<file path="config.mk">
export PLATFORM = sky130hd
export DESIGN_NAME = perceptron_neuron_flat
export DESIGN_NICKNAME = d
export VERILOG_FILES = /design/src/rtl/perceptron_neuron_if.sv /design/src/rtl/perceptron_neuron.sv /design/src/flat_wrapper.sv
export SDC_FILE = /design/constraint.sdc
export NUM_CORES = 1
export LEC_CHECK = 0
export ABC_AREA = 1
export BUFFER_PORTS_ARGS = -buffer_cell sky130_fd_sc_hd__clkbuf_2
export CORE_MARGIN = 5
export CORE_UTILIZATION = 60
export DETAILED_ROUTE_END_ITERATION = 16
export HOLD_SLACK_MARGIN = 0.15
export MAX_ROUTING_LAYER = met4
export PLACE_DENSITY = 0.84
export RECOVER_POWER = 25
export SLEW_MARGIN = 10
export SYNTH_ARGS = -nofsm -noshare
export SYNTH_HDL_FRONTEND = slang
export SYNTH_SLANG_ARGS = --single-unit
</file>
<file path="constraint.sdc">
create_clock -name clk -period 6.4 [get_ports clk]
set_clock_uncertainty 0.15 [all_clocks]
set_input_delay 0.64 -clock clk [delete_from_list [all_inputs] [get_ports clk]]
set_output_delay 0.64 -clock clk [all_outputs]
set_load 0.03 [all_outputs]
</file>
<file path="src/rtl/perceptron_neuron_if.sv">
// Handshake bundle between the feature front end (master) and the perceptron neuron (slave).
// Carries the weight-write port, the feature stream and the classification result.
interface perceptron_neuron_if #(
    parameter int N_INPUTS = 4,
    parameter int WIDTH    = 6,
    parameter int ACC_W    = 10
) ();
    localparam int AW = $clog2(N_INPUTS + 1);

    logic             w_we;
    logic [AW-1:0]    w_addr;
    logic [WIDTH-1:0] w_data;
    logic             w_ready;
    logic [ACC_W-1:0] threshold;
    logic             in_valid;
    logic [WIDTH-1:0] in_data;
    logic             in_ready;
    logic             out_valid;
    logic             out_ready;
    logic             out_class;
    logic [ACC_W-1:0] out_sum;

    modport master (
        output w_we, w_addr, w_data, threshold, in_valid, in_data, out_ready,
        input  w_ready, in_ready, out_valid, out_class, out_sum
    );

    modport slave (
        input  w_we, w_addr, w_data, threshold, in_valid, in_data, out_ready,
        output w_ready, in_ready, out_valid, out_class, out_sum
    );
endinterface

</file>
<file path="src/rtl/perceptron_neuron.sv">
// Single perceptron: one feature per cycle, saturating MAC; result registered 1 cycle after last feature.
// Result held in OUT until out_ready; no features or weight writes accepted while a result is pending.
module perceptron_neuron #(
    parameter int N_INPUTS = 4,
    parameter int WIDTH    = 6,
    parameter int FRAC     = 3,
    parameter int ACC_W    = 10
) (
    input  logic              clk,
    input  logic              reset,
    perceptron_neuron_if.slave bus
);
    localparam int CNT_W = $clog2(N_INPUTS);
    localparam int AW    = $clog2(N_INPUTS + 1);
    localparam int PW    = 2 * WIDTH - FRAC;
    localparam int SW    = ACC_W + 1;
    localparam logic [ACC_W-1:0] ACC_MAX = '1;

    typedef enum logic {
        ACCUM = 1'b0,
        OUT   = 1'b1
    } state_t;

    state_t           state_q, state_d;
    logic [CNT_W-1:0] count_q, count_d;
    logic [ACC_W-1:0] acc_q, acc_d;
    logic [ACC_W-1:0] out_sum_q, out_sum_d;
    logic             out_class_q, out_class_d;
    logic [WIDTH-1:0] weight_q [N_INPUTS];
    logic [WIDTH-1:0] weight_d [N_INPUTS];
    logic [WIDTH-1:0] bias_q, bias_d;

    logic [WIDTH-1:0]   w_sel;
    logic [2*WIDTH-1:0] prod_full;
    logic [PW-1:0]      prod;
    logic [ACC_W-1:0]   acc_base;
    logic [SW-1:0]      acc_sum;
    logic [ACC_W-1:0]   acc_sat;
    logic               feat_acc;
    logic               last_feat;
    logic               wr_acc;

    always_comb begin
        w_sel = '0;
        for (int i = 0; i < N_INPUTS; i++) begin
            if (count_q == CNT_W'(i)) begin
                w_sel = weight_q[i];
            end
        end
    end

    // Full-precision product; only the fractional bits are dropped.
    assign prod_full = {{WIDTH{1'b0}}, bus.in_data} * {{WIDTH{1'b0}}, w_sel};
    assign prod      = PW'(prod_full >> FRAC);

    // The first feature of a sample starts from the bias, never from stale accumulator state.
    assign acc_base  = (count_q == '0) ? ACC_W'(bias_q) : acc_q;
    assign acc_sum   = {1'b0, acc_base} + SW'(prod);
    assign acc_sat   = acc_sum[ACC_W] ? ACC_MAX : acc_sum[ACC_W-1:0];

    assign feat_acc  = (state_q == ACCUM) && bus.in_valid;
    assign last_feat = (count_q == CNT_W'(N_INPUTS - 1));
    assign wr_acc    = bus.w_we && (state_q == ACCUM) && (count_q == '0);

    always_comb begin
        state_d     = state_q;
        count_d     = count_q;
        acc_d       = acc_q;
        out_sum_d   = out_sum_q;
        out_class_d = out_class_q;
        bias_d      = bias_q;
        for (int i = 0; i < N_INPUTS; i++) begin
            weight_d[i] = weight_q[i];
        end

        // Writes land next cycle, so a feature taken in the same cycle still sees the old value.
        if (wr_acc) begin
            for (int i = 0; i < N_INPUTS; i++) begin
                if (bus.w_addr == AW'(i)) begin
                    weight_d[i] = bus.w_data;
                end
            end
            if (bus.w_addr == AW'(N_INPUTS)) begin
                bias_d = bus.w_data;
            end
        end

        case (state_q)
            ACCUM: begin
                if (feat_acc) begin
                    acc_d = acc_sat;
                    if (last_feat) begin
                        out_sum_d   = acc_sat;
                        out_class_d = (acc_sat >= bus.threshold);
                        count_d     = '0;
                        state_d     = OUT;
                    end else begin
                        count_d = count_q + CNT_W'(1);
                    end
                end
            end
            OUT: begin
                if (bus.out_ready) begin
                    state_d = ACCUM;
                end
            end
            default: begin
                state_d = ACCUM;
            end
        endcase
    end

    always_ff @(posedge clk or posedge reset) begin
        if (reset) begin
            state_q     <= ACCUM;
            count_q     <= '0;
            acc_q       <= '0;
            out_sum_q   <= '0;
            out_class_q <= 1'b0;
            bias_q      <= '0;
            for (int i = 0; i < N_INPUTS; i++) begin
                weight_q[i] <= '0;
            end
        end else begin
            state_q     <= state_d;
            count_q     <= count_d;
            acc_q       <= acc_d;
            out_sum_q   <= out_sum_d;
            out_class_q <= out_class_d;
            bias_q      <= bias_d;
            for (int i = 0; i < N_INPUTS; i++) begin
                weight_q[i] <= weight_d[i];
            end
        end
    end

    assign bus.in_ready  = (state_q == ACCUM);
    assign bus.w_ready   = (state_q == ACCUM) && (count_q == '0);
    assign bus.out_valid = (state_q == OUT);
    assign bus.out_sum   = out_sum_q;
    assign bus.out_class = out_class_q;

endmodule
</file>
<file path="src/flat_wrapper.sv">
// flat-port wrapper written by rule: the top's interface ports become plain ports
module perceptron_neuron_flat 
#(
    parameter int N_INPUTS = 4,
    parameter int WIDTH    = 6,
    parameter int FRAC     = 3,
    parameter int ACC_W    = 10
)
  (clk, reset, bus_w_we, bus_w_addr, bus_w_data, bus_threshold, bus_in_valid, bus_in_data, bus_out_ready, bus_w_ready, bus_in_ready, bus_out_valid, bus_out_class, bus_out_sum);
  perceptron_neuron_if #(.N_INPUTS(N_INPUTS), .WIDTH(WIDTH), .ACC_W(ACC_W)) bus_i ();
  input  logic clk;
  input  logic reset;
  input wire logic [$bits(bus_i.w_we)-1:0] bus_w_we;
  input wire logic [$bits(bus_i.w_addr)-1:0] bus_w_addr;
  input wire logic [$bits(bus_i.w_data)-1:0] bus_w_data;
  input wire logic [$bits(bus_i.threshold)-1:0] bus_threshold;
  input wire logic [$bits(bus_i.in_valid)-1:0] bus_in_valid;
  input wire logic [$bits(bus_i.in_data)-1:0] bus_in_data;
  input wire logic [$bits(bus_i.out_ready)-1:0] bus_out_ready;
  output wire logic [$bits(bus_i.w_ready)-1:0] bus_w_ready;
  output wire logic [$bits(bus_i.in_ready)-1:0] bus_in_ready;
  output wire logic [$bits(bus_i.out_valid)-1:0] bus_out_valid;
  output wire logic [$bits(bus_i.out_class)-1:0] bus_out_class;
  output wire logic [$bits(bus_i.out_sum)-1:0] bus_out_sum;
  assign bus_i.w_we = bus_w_we;
  assign bus_i.w_addr = bus_w_addr;
  assign bus_i.w_data = bus_w_data;
  assign bus_i.threshold = bus_threshold;
  assign bus_i.in_valid = bus_in_valid;
  assign bus_i.in_data = bus_in_data;
  assign bus_i.out_ready = bus_out_ready;
  assign bus_w_ready = bus_i.w_ready;
  assign bus_in_ready = bus_i.in_ready;
  assign bus_out_valid = bus_i.out_valid;
  assign bus_out_class = bus_i.out_class;
  assign bus_out_sum = bus_i.out_sum;
  perceptron_neuron #(.N_INPUTS(N_INPUTS), .WIDTH(WIDTH), .FRAC(FRAC), .ACC_W(ACC_W)) u_core (.clk(clk), .reset(reset), .bus(bus_i));
endmodule
</file>
==> key figures <==
Floorplanning
  – Cell Rows: 30
  – Die W: 94.51 um
  – Vert. Die Dim: 94.51 um
  – Starting Density: 62.39%
  – IO Pins: 44
  – Core Region: 0.006869 sq mm
  – Die area: 0.008932 sq mm

Synthesis
  – Post-synth EDFFs: 0
  – Sequential area share after synthesis: 31.53%
  – Synth warn: 0
  – Synth Area in Adders: 20.38%
  – Post-synthesis cell area: 0.004285 sq mm
  – XOR/XNOR share of the synthesized area: 1.839%
  – Synth Net Count: 664
  – Mapped Cells: 575
  – Largest area contributor in the netlist: dfrtp_1
  – Commonest register cell after synthesis: dfrtp_1
  – Yosys top cell area share: 31.53%
  – Synth top area cells: dfrtp_1, nand2_1, ha_1, inv_1, fa_1
  – Avg Cell Area, Syn: 7.453 sq um
  – Post-synthesis mux area share: 0%
  – Main combinational cell family by area after synthesis: simple AND/OR/NAND/NOR gates
  – Library cells used by synthesis: 29
  – Share of synthesized registers carrying an async set or reset: 100.0%
  – Post-synthesis compound-gate area fraction: 9.606%
  – Synth Area in Simple Gates: 26.77%
  – Post-synthesis register bit count: 54

CTS
  – Number of clock sinks: 54
  – H-tree depth: 2
  – CTS tree: yes
  – Clock transition at path regs: 0.10 ns
  – Max clock buf depth: 2
  – Worst-Skew Late Latency: 0.31 ns
  – CTS Buf Count: 5
  – Clock root buffer: clkbuf_8

Cells and area
  – Fin nets: 731
  – # fillers: 491
  – Sequential Area: 0.001353 sq mm
  – N_diodes: 0
  – Share of layout cells above drive strength 1: 23.64%
  – Non-Filler Instances: 739
  – Area of the multi-input gates: 0.002746 sq mm
  – Synth-to-layout area growth: 20.20%

Job
  – Max Cap Violations: 1

STA
  – # setup viols final: 0
  – FMAX: 160.5 MHz
  – Final Cycle Share: 97.35%
  – Slew headroom: -55.92%
  – Setup TNS Final: 0 ns
  – Tmin final: 6.230 ns
  – Slew @ Worst Pin: 2.326 ns
  – Max-slew violation count: 55
  – Final Hold Fails: 0

Placed design
  – Inst Count DP: 710
  – Port buffer count: 43
  – DP HPWL: 7.892 mm
  – RePlAce Congestion: 0.9118

Drt
  – ANT nets after route: 0
  – Via density: 5.413
  – DRC Markers: 0
  – Drt total wl: 11.09 mm
  – DR WL/cell: 15.01 um
  – Initial DRC count: 248
  – Via count: 4000
  – DR pass1 iterations: 5

GRT
  – Total track usage: 25.06%
  – Vias in the first global route: 3869
  – Initial antenna violation count: 0
  – First-pass GRT wire length: 17.39 mm
  – Gr ovfl total: 0
  – Largest net degree at the start of global routing: 55

Outcome
  – Outcome: finished with violations
  – Failing checks: max-capacitance violations, max-slew violations

Worst setup path
  – Worst Path Arrival: 6.27 ns
  – Critical Path Start Type: register
  – Critical Path Max Stage Delay: 0.54 ns
  – Slowest stage cell on the critical path: fa_1
  – Crit Path Class: reg2reg
  – CP Capture Type: register
  – Worst Path Max Fanout: 7
  – Critical Path RT: 6.44 ns
  – CP most frequent cell: nand2_1

Min path
  – Worst hold path type: reg2reg
==> final timing paths <==
path	to	start	slack, ns	depth (start not counted)
max in group asynchronous	u_core.count_q[0]	reset	4.15	2
min	u_core.weight_q[4]	u_core.weight_q[4]	0.34	2
min in group asynchronous	u_core.bus.out_sum[0]	reset	0.79	2
min reg2reg	u_core.weight_q[4]	u_core.weight_q[4]	0.34	2
max reg2reg	u_core.bus.out_class	u_core.count_q[0]	0.17	34
max	u_core.bus.out_class	u_core.count_q[0]	0.17	34
==> worst max-delay path, delay by kind of cell, from the launching register on <==
family	cells	cell delay, ns
fa+ha+maj	7	2.68
simple gates	18	1.67
compound gates	6	0.71
flops	1	0.47
buf+inv	2	0.25
xor+xnor	1	0.15
==> cell families (layout without fill, tap and decap cells) <==
group,Yosys count,in the layout
AOI/OAI and AO/OA,74,74
xor gates and xnor gates,9,9
adders and majority gates,59,59
buffers and inverters,108,176
DFF,54,54
and+or+nand+nor,271,271
==> cells in the final DEF (no fill, tap or decap), types with 18 or more instances in the layout <==
cell and count:
fa_1 18, nand3_1 26, clkbuf_2 43, nor2_1 41, inv_1 91, buf_4 25, dfrtp_1 53, ha_1 33
o21ai_0 32, nand2_1 157
==> layer usage <==
layer | vias up | share of wire, % | global-route usage (%)
met5 | - | 0 | -
met4 | 0 | 1.7 | 6.490
met1 | 1899 | 42 | 33.28
li1 | 1928 | - | -
met3 | 22 | 5.4 | 2.550
met2 | 151 | 51 | 41.37
==> registers in the layout (all words and copies together), names as in the netlist <==
signal                flops
u_core.bus.out_valid      1
u_core.acc_q             10
u_core.bus.out_sum       10
u_core.weight_q          24
u_core.bias_q             6
u_core.bus.out_class      1
u_core.count_q            2
==> cell type report <==
class | instances | share of cell area, %
Inverter | 99 | 7.384
Multi-Input combinational cell | 413 | 53.32
Sequential cell | 54 | 26.26
Tap cell | 96 | 2.332
Timing Repair Buffer | 69 | 8.040
Clock buffer | 5 | 1.336
Clock inverter | 3 | 1.336
==> synthesized netlist by cell type (3+ instances only) <==
cell	number
o21ai_0	37
nand3_1	31
a21oi_1	20
nor2_4	3
o21ai_2	7
nor2_1	53
nand2_1	166
inv_1	97
nand4_1	4
ha_1	41
clkbuf_1	4
or2_2	7
xnor2_1	3
o211ai_1	3
o22ai_1	4
dfrtp_1	54
xor2_1	6
fa_1	18
==> timing repair <==
item,CTS,global route
setup buffers,5,17
pin swaps,3,46
hold buffers,0,0
resized for setup,5,61
setup endpoints to repair,1,1
==> stage by stage <==
step / area, sq um / setup slack (ns) / hold slack (ns) / utilization, %
final: 5151 / 0.1695 / 0.3402 / 74.99
after global placement: 4607 / 0.1552 / 0.3084 / 67.07
after floorplan: 4285 / 0.5496 / 0.2973 / -
after detailed placement: 4607 / -0.1160 / 0.3122 / 67.07
after global routing: 5151 / -0.1494 / 0.3665 / 74.99
after CTS: 4793 / 0.005244 / 0.3362 / 69.78
Power is not shown: default switching activity piles up to over one toggle a cycle in this logic, so the estimate is an artifact.
